==> config.mk <==
export PLATFORM = sky130hd
export DESIGN_NAME = muldiv_unit
export DESIGN_NICKNAME = d
export VERILOG_FILES = /design/src/rtl/muldiv_unit.sv
export SDC_FILE = /design/constraint.sdc
export NUM_CORES = 1
export LEC_CHECK = 0
export CAP_MARGIN = 20
export CORE_MARGIN = 4
export CORE_UTILIZATION = 44
export CTS_CLUSTER_DIAMETER = 120
export CTS_CLUSTER_SIZE = 14
export DETAILED_ROUTE_END_ITERATION = 10
export SLEW_MARGIN = 25
export SYNTH_ARGS = -nofsm -noshare
export SYNTH_HDL_FRONTEND = slang
export SYNTH_SLANG_ARGS = --single-unit
==> constraint.sdc <==
create_clock -name clk -period 4 [get_ports clk]
set_input_delay 1 -clock clk [delete_from_list [all_inputs] [get_ports clk]]
set_output_delay 1 -clock clk [all_outputs]
set_load 0.01 [all_outputs]
==> src/rtl/muldiv_unit.sv <==
// muldiv_unit
// Iterative RV32M multiply/divide unit for the EX stage.
// Shift-add multiply and restoring divide, one bit per cycle over XLEN cycles.
// Results are returned through a registered `result` with a one-cycle `done`.
//
// Ports:
//   clk        rising-edge clock
//   rst_n      asynchronous active-low reset
//   start      operation request, sampled on the rising edge
//   ALUOp      controller opcode class (2'b10 = R-type)
//   Funct7     instruction bits 31:25
//   Funct3     instruction bits 14:12 (selects MUL/MULH/MULHSU/MULHU/DIV/DIVU/REM/REMU)
//   op_a       rs1 value
//   op_b       rs2 value
//   flush      synchronous abort, returns the unit to idle
//   is_muldiv  combinational M-extension decode
//   busy       high while an operation is in flight
//   done       one-cycle completion pulse, result valid during it
//   result     registered result
module muldiv_unit #(
    parameter int XLEN = 32
) (
    input  logic            clk,
    input  logic            rst_n,
    input  logic            start,
    input  logic [1:0]      ALUOp,
    input  logic [6:0]      Funct7,
    input  logic [2:0]      Funct3,
    input  logic [XLEN-1:0] op_a,
    input  logic [XLEN-1:0] op_b,
    input  logic            flush,
    output logic            is_muldiv,
    output logic            busy,
    output logic            done,
    output logic [XLEN-1:0] result
);

    localparam int CW = $clog2(XLEN);

    // SETUP conditions the latched operands (signs, magnitudes, special cases)
    // one cycle after accept, before the iterative loop starts.
    typedef enum logic [2:0] {
        IDLE,
        SETUP,
        CALC,
        FIX,
        DONE
    } state_t;

    state_t            state;
    logic [2:0]        f3_q;
    logic [XLEN-1:0]   a_q;
    logic [XLEN-1:0]   b_q;
    logic [2*XLEN-1:0] acc;      // {hi, lo}: mul = {partial, multiplier}, div = {remainder, dividend/quotient}
    logic [XLEN-1:0]   opnd;     // multiplicand or divisor magnitude
    logic              neg_q;    // negate product / quotient in FIX
    logic              neg_r;    // negate remainder in FIX
    logic [CW-1:0]     cnt;

    assign is_muldiv = (ALUOp == 2'b10) && (Funct7 == 7'b0000001);
    assign busy      = (state != IDLE);
    assign done      = (state == DONE);

    // Operand conditioning from the latched request
    logic            is_div;
    logic            a_signed;
    logic            b_signed;
    logic            sa;
    logic            sb;
    logic [XLEN-1:0] mag_a;
    logic [XLEN-1:0] mag_b;
    logic [XLEN-1:0] min_neg;
    logic            div0;
    logic            ovf;
    logic [XLEN-1:0] spec_val;

    always_comb begin
        is_div   = f3_q[2];
        a_signed = is_div ? ~f3_q[0] : (f3_q[1:0] != 2'b11);
        b_signed = is_div ? ~f3_q[0] : ~f3_q[1];
        sa       = a_signed & a_q[XLEN-1];
        sb       = b_signed & b_q[XLEN-1];
        mag_a    = sa ? -a_q : a_q;
        mag_b    = sb ? -b_q : b_q;
        min_neg  = {1'b1, {(XLEN-1){1'b0}}};
        div0     = is_div && (b_q == '0);
        ovf      = is_div && ~f3_q[0] && (a_q == min_neg) && (b_q == '1);
        if (div0) begin
            spec_val = f3_q[1] ? a_q : '1;
        end else begin
            spec_val = f3_q[1] ? '0 : a_q;
        end
    end

    // One iteration step for each algorithm
    logic [XLEN:0]     mul_add;
    logic [2*XLEN-1:0] mul_next;
    logic [XLEN:0]     div_shift;
    logic [XLEN:0]     div_diff;
    logic [2*XLEN-1:0] div_next;

    always_comb begin
        mul_add   = {1'b0, acc[2*XLEN-1:XLEN]} + {1'b0, opnd};
        mul_next  = acc[0] ? {mul_add, acc[XLEN-1:1]} : {1'b0, acc[2*XLEN-1:1]};
        div_shift = {acc[2*XLEN-1:XLEN], acc[XLEN-1]};
        div_diff  = div_shift - {1'b0, opnd};
        // Borrow clear means the divisor fits: keep the difference, quotient bit 1
        if (!div_diff[XLEN]) begin
            div_next = {div_diff[XLEN-1:0], acc[XLEN-2:0], 1'b1};
        end else begin
            div_next = {div_shift[XLEN-1:0], acc[XLEN-2:0], 1'b0};
        end
    end

    // Sign fix-up and half selection
    logic [2*XLEN-1:0] prod;
    logic [XLEN-1:0]   mul_res;
    logic [XLEN-1:0]   quo;
    logic [XLEN-1:0]   rem;
    logic [XLEN-1:0]   div_res;
    logic [XLEN-1:0]   fix_val;

    always_comb begin
        prod    = neg_q ? -acc : acc;
        mul_res = (f3_q[1:0] == 2'b00) ? prod[XLEN-1:0] : prod[2*XLEN-1:XLEN];
        quo     = acc[XLEN-1:0];
        rem     = acc[2*XLEN-1:XLEN];
        if (f3_q[1]) begin
            div_res = neg_r ? -rem : rem;
        end else begin
            div_res = neg_q ? -quo : quo;
        end
        fix_val = f3_q[2] ? div_res : mul_res;
    end

    always_ff @(posedge clk or negedge rst_n) begin
        if (!rst_n) begin
            state  <= IDLE;
            f3_q   <= '0;
            a_q    <= '0;
            b_q    <= '0;
            acc    <= '0;
            opnd   <= '0;
            neg_q  <= 1'b0;
            neg_r  <= 1'b0;
            cnt    <= '0;
            result <= '0;
        end else if (flush) begin
            state <= IDLE;
        end else begin
            case (state)
                IDLE: begin
                    if (start && is_muldiv) begin
                        f3_q  <= Funct3;
                        a_q   <= op_a;
                        b_q   <= op_b;
                        state <= SETUP;
                    end
                end
                SETUP: begin
                    neg_q <= sa ^ sb;
                    neg_r <= sa;
                    if (div0 || ovf) begin
                        result <= spec_val;
                        state  <= DONE;
                    end else begin
                        acc   <= {{XLEN{1'b0}}, (is_div ? mag_a : mag_b)};
                        opnd  <= is_div ? mag_b : mag_a;
                        cnt   <= CW'(XLEN - 1);
                        state <= CALC;
                    end
                end
                CALC: begin
                    acc <= f3_q[2] ? div_next : mul_next;
                    if (cnt == '0) begin
                        state <= FIX;
                    end else begin
                        cnt <= cnt - CW'(1);
                    end
                end
                FIX: begin
                    result <= fix_val;
                    state  <= DONE;
                end
                DONE: begin
                    state <= IDLE;
                end
                default: begin
                    state <= IDLE;
                end
            endcase
        end
    end

endmodule
==> flow_summary_export.csv, run 1 <==
group,metric,value,unit
outcome,status,"finished clean",
worst_hold_path,hold_class,"flip-flop to flip-flop",
timing,rsz0062_at_grt,"no",
finish,syn2layout_area_growth,13.5,%
worst_setup_path,crit_family,"buffers and inverters",
yosys,synthCells,2245,
worst_setup_path,path_buf_inv,2,
global_routing,gr-usage-met3,4.36,%
yosys,synth-edff-count,0,
cts,postCtsSetupRepairBufs,0,
cts,insertion_delay,0.53,ns
worst_setup_path,critical_path.cell_chain,"clkdlybuf4s50_1 -> nor4_1 -> nand3b_1 -> nor4b_1 -> clkdlybuf4s50_1",
yosys,synthesis.nets,2398,
timing,fin_setup_tns,0,ns
worst_setup_path,crit_arrival,2.70,ns
worst_setup_path,crit_type,"input port to output port",
yosys,synth-xor-area-share,9.23,%
global_routing,grtUsageMet1,40.0,%
worst_setup_path,critPathMaxStageDelay,0.61,ns
yosys,synth_top_family_by_area,"compound AO/OA/AOI/OAI gates",
timing,period_needed,3.70,ns
yosys,yosys_warnings,0,
finish,fillers,3866,
cts,clockBufferDepth,3,
worst_setup_path,cp_max_fo,2,
floorplan,initial_utilization,45.0,%
timing,hold_violations,0,
yosys,synth_fa_ha_area_share,5.26,%
yosys,synthMuxAreaShare,8.30,%
cts,cts_root_buf,"clkbuf_16",
finish,layout_common_cells,"nand2_1, o21ai_0, dfrtp_1",
global_routing,grt_antenna_before_repair,3,
place,hpwl,52200,um
worst_setup_path,slowest_stage,"clkdlybuf4s50_1",
floorplan,die_area,44300,um2
pwr,seqPwrFrac,49.3,%
global_routing,use_met2,46.7,%
cts,cts-resized-gates,0,
place,place_congestion,0.991,
cts,clkTransAtPathRegs,0.06,ns
detailed_routing,wl_per_cell,23.8,um
yosys,ys_dominant_reg_cell,"dfrtp_1",
detailed_routing,drtIter0Drc,1911,
cts,cts_tree,"built",
worst_setup_path,required,3.00,ns
floorplan,die_w,210,um
detailed_routing,dr_total_vias,17815,
floorplan,die_y,210,um
detailed_routing,viasPerCell,6.28,
detailed_routing,antenna_left,0,
place,numPortBuffers,114,
worst_setup_path,critPathMostFrequentCell,"clkdlybuf4s50_1",
finish,drive_gt1_share,9.74,%
global_routing,grt_pass1_vias,17114,
yosys,syn_area,18000,um2
detailed_routing,firstDrtPassIters,5,
pwr,combPwrFrac,12.3,%
floorplan,fp-row-count,73,
finish,nets,2461,
pwr,intPower,0.00318,W
yosys,async_reset_ff_share,100,%
pwr,cellLeakagePower,9.11,nW
timing,worst_pin_slew,0.948,ns
yosys,synth_compound_area_share,26.0,%
finish,fin_util,51.0,%
finish,antenna_cells,0,
global_routing,grt_overflow_total,0,
pwr,p_per_area,215,nW/um2
pwr,clock_power_share,38.4,%
worst_setup_path,start_kind,"input port",
floorplan,design.core.area,40100,um2
pwr,max-vdd-ir-drop,0.000262,V
yosys,ys_seq_elements,205,
yosys,synth-simple-area-share,17.6,%
timing,slew_viol_final,0,
cts,h-tree-depth,1,
job,drv_cap,0,
yosys,syn_avg_cell_area,8.03,um2
timing,maxSlewHeadroom,36.7,%
worst_setup_path,end_kind,"output port",
global_routing,grt.total_usage,29.4,%
timing,setup-violations-final,0,
pwr,switchingPower,0.00121,W
timing,fmax,0.271,GHz
detailed_routing,wirelength,67400,um
global_routing,grt_pass1_wl,103000,um
detailed_routing,drc,0,
timing,fin_skew,0.0331,ns
global_routing,top_usage_layer,"met2",
cts,clock_sinks,205,
pwr,switching_share,27.5,%
yosys,seq_area_frac_synth,28.5,%
cts,holdBufCountCts,0,
cts,cts-buffers-inserted,18,
floorplan,ioPinCount,115,
global_routing,grt_max_degree,96,
timing,fin_crit_sh,92.4,%
yosys,synth.distinct_cells,82,
## worst min-delay path: stages, from the launching register on
cell	delay, ns
dfrtp_1	0.35
nand2_1	0.05
o31ai_1	0.05
## logic make-up (layout without fill, tap and decap cells)
family,Yosys count,in the layout
multiplexers,139,139
adder cells (fa/ha/maj),75,75
XOR/XNOR,190,190
buffers and inverters,240,305
flip-flops,205,205
AND/OR/NAND/NOR,656,656
AO/OA/AOI/OAI,740,740
## registers in the layout, summed over array words and instances, names as in the netlist
| name | flops |
|---|---|
| b_q | 32 |
| state | 3 |
| a_q | 32 |
| acc | 64 |
| opnd | 32 |
| neg_q | 1 |
| cnt | 5 |
| result | 32 |
| f3_q | 3 |
| neg_r | 1 |
## metal layers
layer,vias up,part of all wire [%]
met3,144,7.2
li1,8306,-
met4,2,5.1
met2,768,45
met1,8595,43
met5,-,0.14
## power by group through the flow
stage / logic [W] / registers, W / clock network [W]
after floorplan: 0.000283 / 0.00218 / 0
after global placement: 0.000525 / 0.00220 / 0
after detailed placement: 0.000530 / 0.00220 / 0
after CTS: 0.000534 / 0.00216 / 0.00171
after global routing: 0.000588 / 0.00217 / 0.00177
final: 0.000540 / 0.00217 / 0.00168
## synth_stat cells, types with 29 or more instances
cell,n,area (um2)
nor3_1,40,200
dfrtp_1,205,5130
ha_1,71,888
nor2_1,171,642
xnor2_1,105,920
nand2_1,218,818
a21o_1,40,300
o211ai_1,29,218
o21ai_0,218,1090
xor2_1,85,744
a21oi_1,188,941
clkbuf_1,130,488
mux2i_1,64,641
a31oi_1,29,181
inv_1,75,282
o31ai_1,37,278
mux2_2,74,833
## final cells by class
type / instances / area (um2) / share of cell area, %
clock buffers: 21 / 483 / 2.36
clock inverters: 1 / 7.51 / 0.0367
inverters: 77 / 289 / 1.41
multi-input cells: 1800 / 12000 / 58.6
flip-flops and latches: 205 / 5130 / 25.1
well taps: 525 / 657 / 3.21
repair buffers: 206 / 1900 / 9.28
## metrics by stage
step	total power [W]	instances	setup slack (ns)	hold WS, ns	instance area (um2)
after floorplan	0.00247	2245	0.555	0.475	18000
after global placement	0.00273	2813	0.277	0.469	20000
after detailed placement	0.00273	2813	0.305	0.477	20000
after CTS	0.00441	2835	0.281	0.492	20500
after global routing	0.00453	2835	0.124	0.511	20500
final	0.00439	2835	0.305	0.487	20500
## final timing paths
path	endpoint	slack [ns]	cells after the start	start
worst max-delay path	is_muldiv	0.30	5	Funct7[2]
max in group asynchronous	result[14]	2.63	2	rst_n
worst min register to register	result[21]	0.49	2	result[21]
worst max register to register	acc[61]	0.37	10	acc[34]
min in group asynchronous	opnd[22]	0.51	1	rst_n
worst min-delay path	result[21]	0.49	2	result[21]
Note: power is estimated with default switching activity, not from simulation.
==> run 2, diff against run 1 <==
--- a/config.mk
+++ b/config.mk
@@ -11,6 +11,7 @@
 export CTS_CLUSTER_DIAMETER = 120
 export CTS_CLUSTER_SIZE = 14
 export DETAILED_ROUTE_END_ITERATION = 10
+export DONT_BUFFER_PORTS = 1
 export SLEW_MARGIN = 25
 export SYNTH_ARGS = -nofsm -noshare
 export SYNTH_HDL_FRONTEND = slang
==> flow_summary_export.csv, run 2 (synthesized netlist as in run 1, its figures left out) <==
group,metric,value,unit
outcome,status,"finished clean",
global_routing,grt.total_usage,29.1,%
finish,nets,2327,
global_routing,top_usage_layer,"met2",
worst_setup_path,cp_max_fo,9,
detailed_routing,drc,0,
timing,fin_ws,0.345,ns
global_routing,grtUsageMet1,41.2,%
detailed_routing,viasPerCell,6.48,
timing,slew_viol_final,0,
detailed_routing,drtIter0Drc,2020,
floorplan,die_y,210,um
cts,cts-buffers-inserted,18,
worst_setup_path,required,4.45,ns
pwr,finalPower,0.00425,W
cts,clock_sinks,205,
timing,setup-violations-final,0,
worst_setup_path,crit_arrival,4.10,ns
timing,fin_crit_sh,91.4,%
cts,postCtsSetupRepairBufs,0,
worst_setup_path,reg2reg_from,"acc[33]",
place,place_congestion,1.01,
pwr,cellLeakagePower,8.57,nW
global_routing,grt_pass1_wl,101000,um
pwr,max-vdd-ir-drop,0.000318,V
timing,maxSlewHeadroom,32.2,%
floorplan,fp-row-count,73,
worst_setup_path,critPathMaxStageDelay,0.65,ns
timing,fin_setup_tns,0,ns
global_routing,use_met2,45.9,%
worst_setup_path,r2r-end,"result[24]",
finish,largest_reg_flops,64,
finish,fillers,4019,
place,pre_cts_slack,0.408,ns
timing,rsz0062_at_grt,"no",
floorplan,ioPinCount,115,
timing,fin_skew,0.0362,ns
finish,fin_util,47.7,%
place,hpwl,51500,um
worst_setup_path,critical_path.cell_chain,"inv_1 -> ha_1 -> or4b_2 -> nor4_1 -> nand3_1 -> or4_1 -> o21ai_0 -> xnor2_1 -> o221ai_1 -> a31oi_1",
timing,worst_pin_slew,1.01,ns
floorplan,die_w,210,um
detailed_routing,dr_total_vias,17498,
worst_setup_path,crit_end,"result[24]",
timing,period_needed,3.65,ns
place,numPortBuffers,0,
worst_hold_path,hold_class,"input port to asynchronous set/reset pin",
worst_setup_path,crit_type,"flip-flop to flip-flop",
cts,h-tree-depth,1,
floorplan,die_area,44300,um2
worst_setup_path,reg2reg_depth,10,
cts,cts-resized-gates,0,
finish,regMostFlops,"acc",
cts,cts_root_buf,"clkbuf_16",
finish,layout_common_cells,"nand2_1, o21ai_0, dfrtp_1",
global_routing,grt_pass1_vias,16233,
floorplan,initial_utilization,45.0,%
detailed_routing,wl_per_cell,24.8,um
cts,clkTransAtPathRegs,0.09,ns
detailed_routing,antenna_left,0,
timing,hold_slack,0.174,ns
worst_setup_path,start_kind,"flip-flop",
floorplan,design.core.area,40100,um2
detailed_routing,wirelength,66900,um
finish,syn2layout_area_growth,6.04,%
cts,holdBufCountCts,0,
worst_setup_path,slowest_stage,"or4b_2",
cts,clockBufferDepth,3,
worst_setup_path,cp-startpoint,"acc[33]",
global_routing,grt_antenna_before_repair,3,
detailed_routing,firstDrtPassIters,6,
timing,fmax,0.274,GHz
worst_setup_path,r2r_slack,0.35,ns
timing,hold_violations,0,
global_routing,grt_max_degree,206,
pwr,p_per_area,222,nW/um2
global_routing,grt_overflow_total,0,
global_routing,gr-usage-met3,4.55,%
finish,drive_gt1_share,9.38,%
worst_setup_path,end_kind,"flip-flop",
cts,cts_tree,"built",
cts,insertion_delay,0.55,ns
job,drv_cap,0,
==> run 2: cell types whose count changed in the layout (fill, tap and decap cells not counted) <==
| cell | previous run | this run |
|---|---|---|
| diode_2 | 0 | 1 |
| buf_12 | 5 | 2 |
| clkdlybuf4s50_1 | 113 | 0 |
| buf_8 | 1 | 0 |
| buf_4 | 87 | 70 |
| clkinv_8 | 0 | 1 |
| clkbuf_16 | 19 | 18 |
==> run 2: worst max-delay path, delay by kind of cell (launching register included) <==
kind,cells,cell delay (ns)
xor+xnor,1,0.15
fa+ha+maj,1,0.21
simple gates,4,1.98
flops,1,0.50
compound gates,3,0.55
buf+inv,1,0.17
==> run 2: where the power goes <==
part           internal [W]  switching [W]
Sequential          0.00211      0.0000618
Combinational      0.000150       0.000259
Clock              0.000816       0.000854
Total               0.00307        0.00117
==> run 2: how the worst min path moves through the flow <==
stage | from | endpoint | slack, ns | depth (start not counted)
6_report | rst_n | acc[48] | 0.17 | 0
5_1_grt | rst_n | acc[48] | 0.15 | 0
4_1_cts | rst_n | acc[48] | 0.15 | 0
3_5_place_dp | opnd[24] | opnd[24] | 0.51 | 2
3_3_place_gp | opnd[24] | opnd[24] | 0.50 | 2
2_1_floorplan | opnd[10] | opnd[10] | 0.48 | 2
==> run 2: metrics by stage <==
step	cell area, um2	instances
6_report	19100	2702
4_1_cts	19100	2701
5_1_grt	19100	2701
3_3_place_gp	18600	2679
3_5_place_dp	18600	2679
2_1_floorplan	18000	2245
==> run 2: metal layers <==
| metal | up-vias | wire, um | share of wire [%] |
|---|---|---|---|
| li1 | 8022 | - | - |
| met1 | 8521 | 28500 | 43 |
| met2 | 834 | 30100 | 45 |
| met3 | 119 | 5850 | 8.7 |
| met4 | 2 | 2440 | 3.6 |
| met5 | - | 13 | 0.019 |
==> run 2: area by class of cell <==
cell class / count / area (um2) / share of cell area, %
sequential: 205 / 5130 / 26.9
clock buffer: 20 / 458 / 2.40
antenna: 1 / 2.50 / 0.0131
timing repair buffer: 72 / 566 / 2.96
inverter: 77 / 289 / 1.51
tap: 525 / 657 / 3.44
clock inverter: 2 / 23.8 / 0.124
multi-input combinational: 1800 / 12000 / 62.7
==> run 3, diff against run 2 <==
--- a/config.mk
+++ b/config.mk
@@ -5,13 +5,13 @@
 export SDC_FILE = /design/constraint.sdc
 export NUM_CORES = 1
 export LEC_CHECK = 0
+export ABC_CLOCK_PERIOD_IN_PS = 4000
 export CAP_MARGIN = 20
 export CORE_MARGIN = 4
 export CORE_UTILIZATION = 44
 export CTS_CLUSTER_DIAMETER = 120
 export CTS_CLUSTER_SIZE = 14
 export DETAILED_ROUTE_END_ITERATION = 10
-export DONT_BUFFER_PORTS = 1
 export SLEW_MARGIN = 25
 export SYNTH_ARGS = -nofsm -noshare
 export SYNTH_HDL_FRONTEND = slang
==> results of run 3 <==
Same layout as run 1: the final DEF is identical, and so are final timing and power.
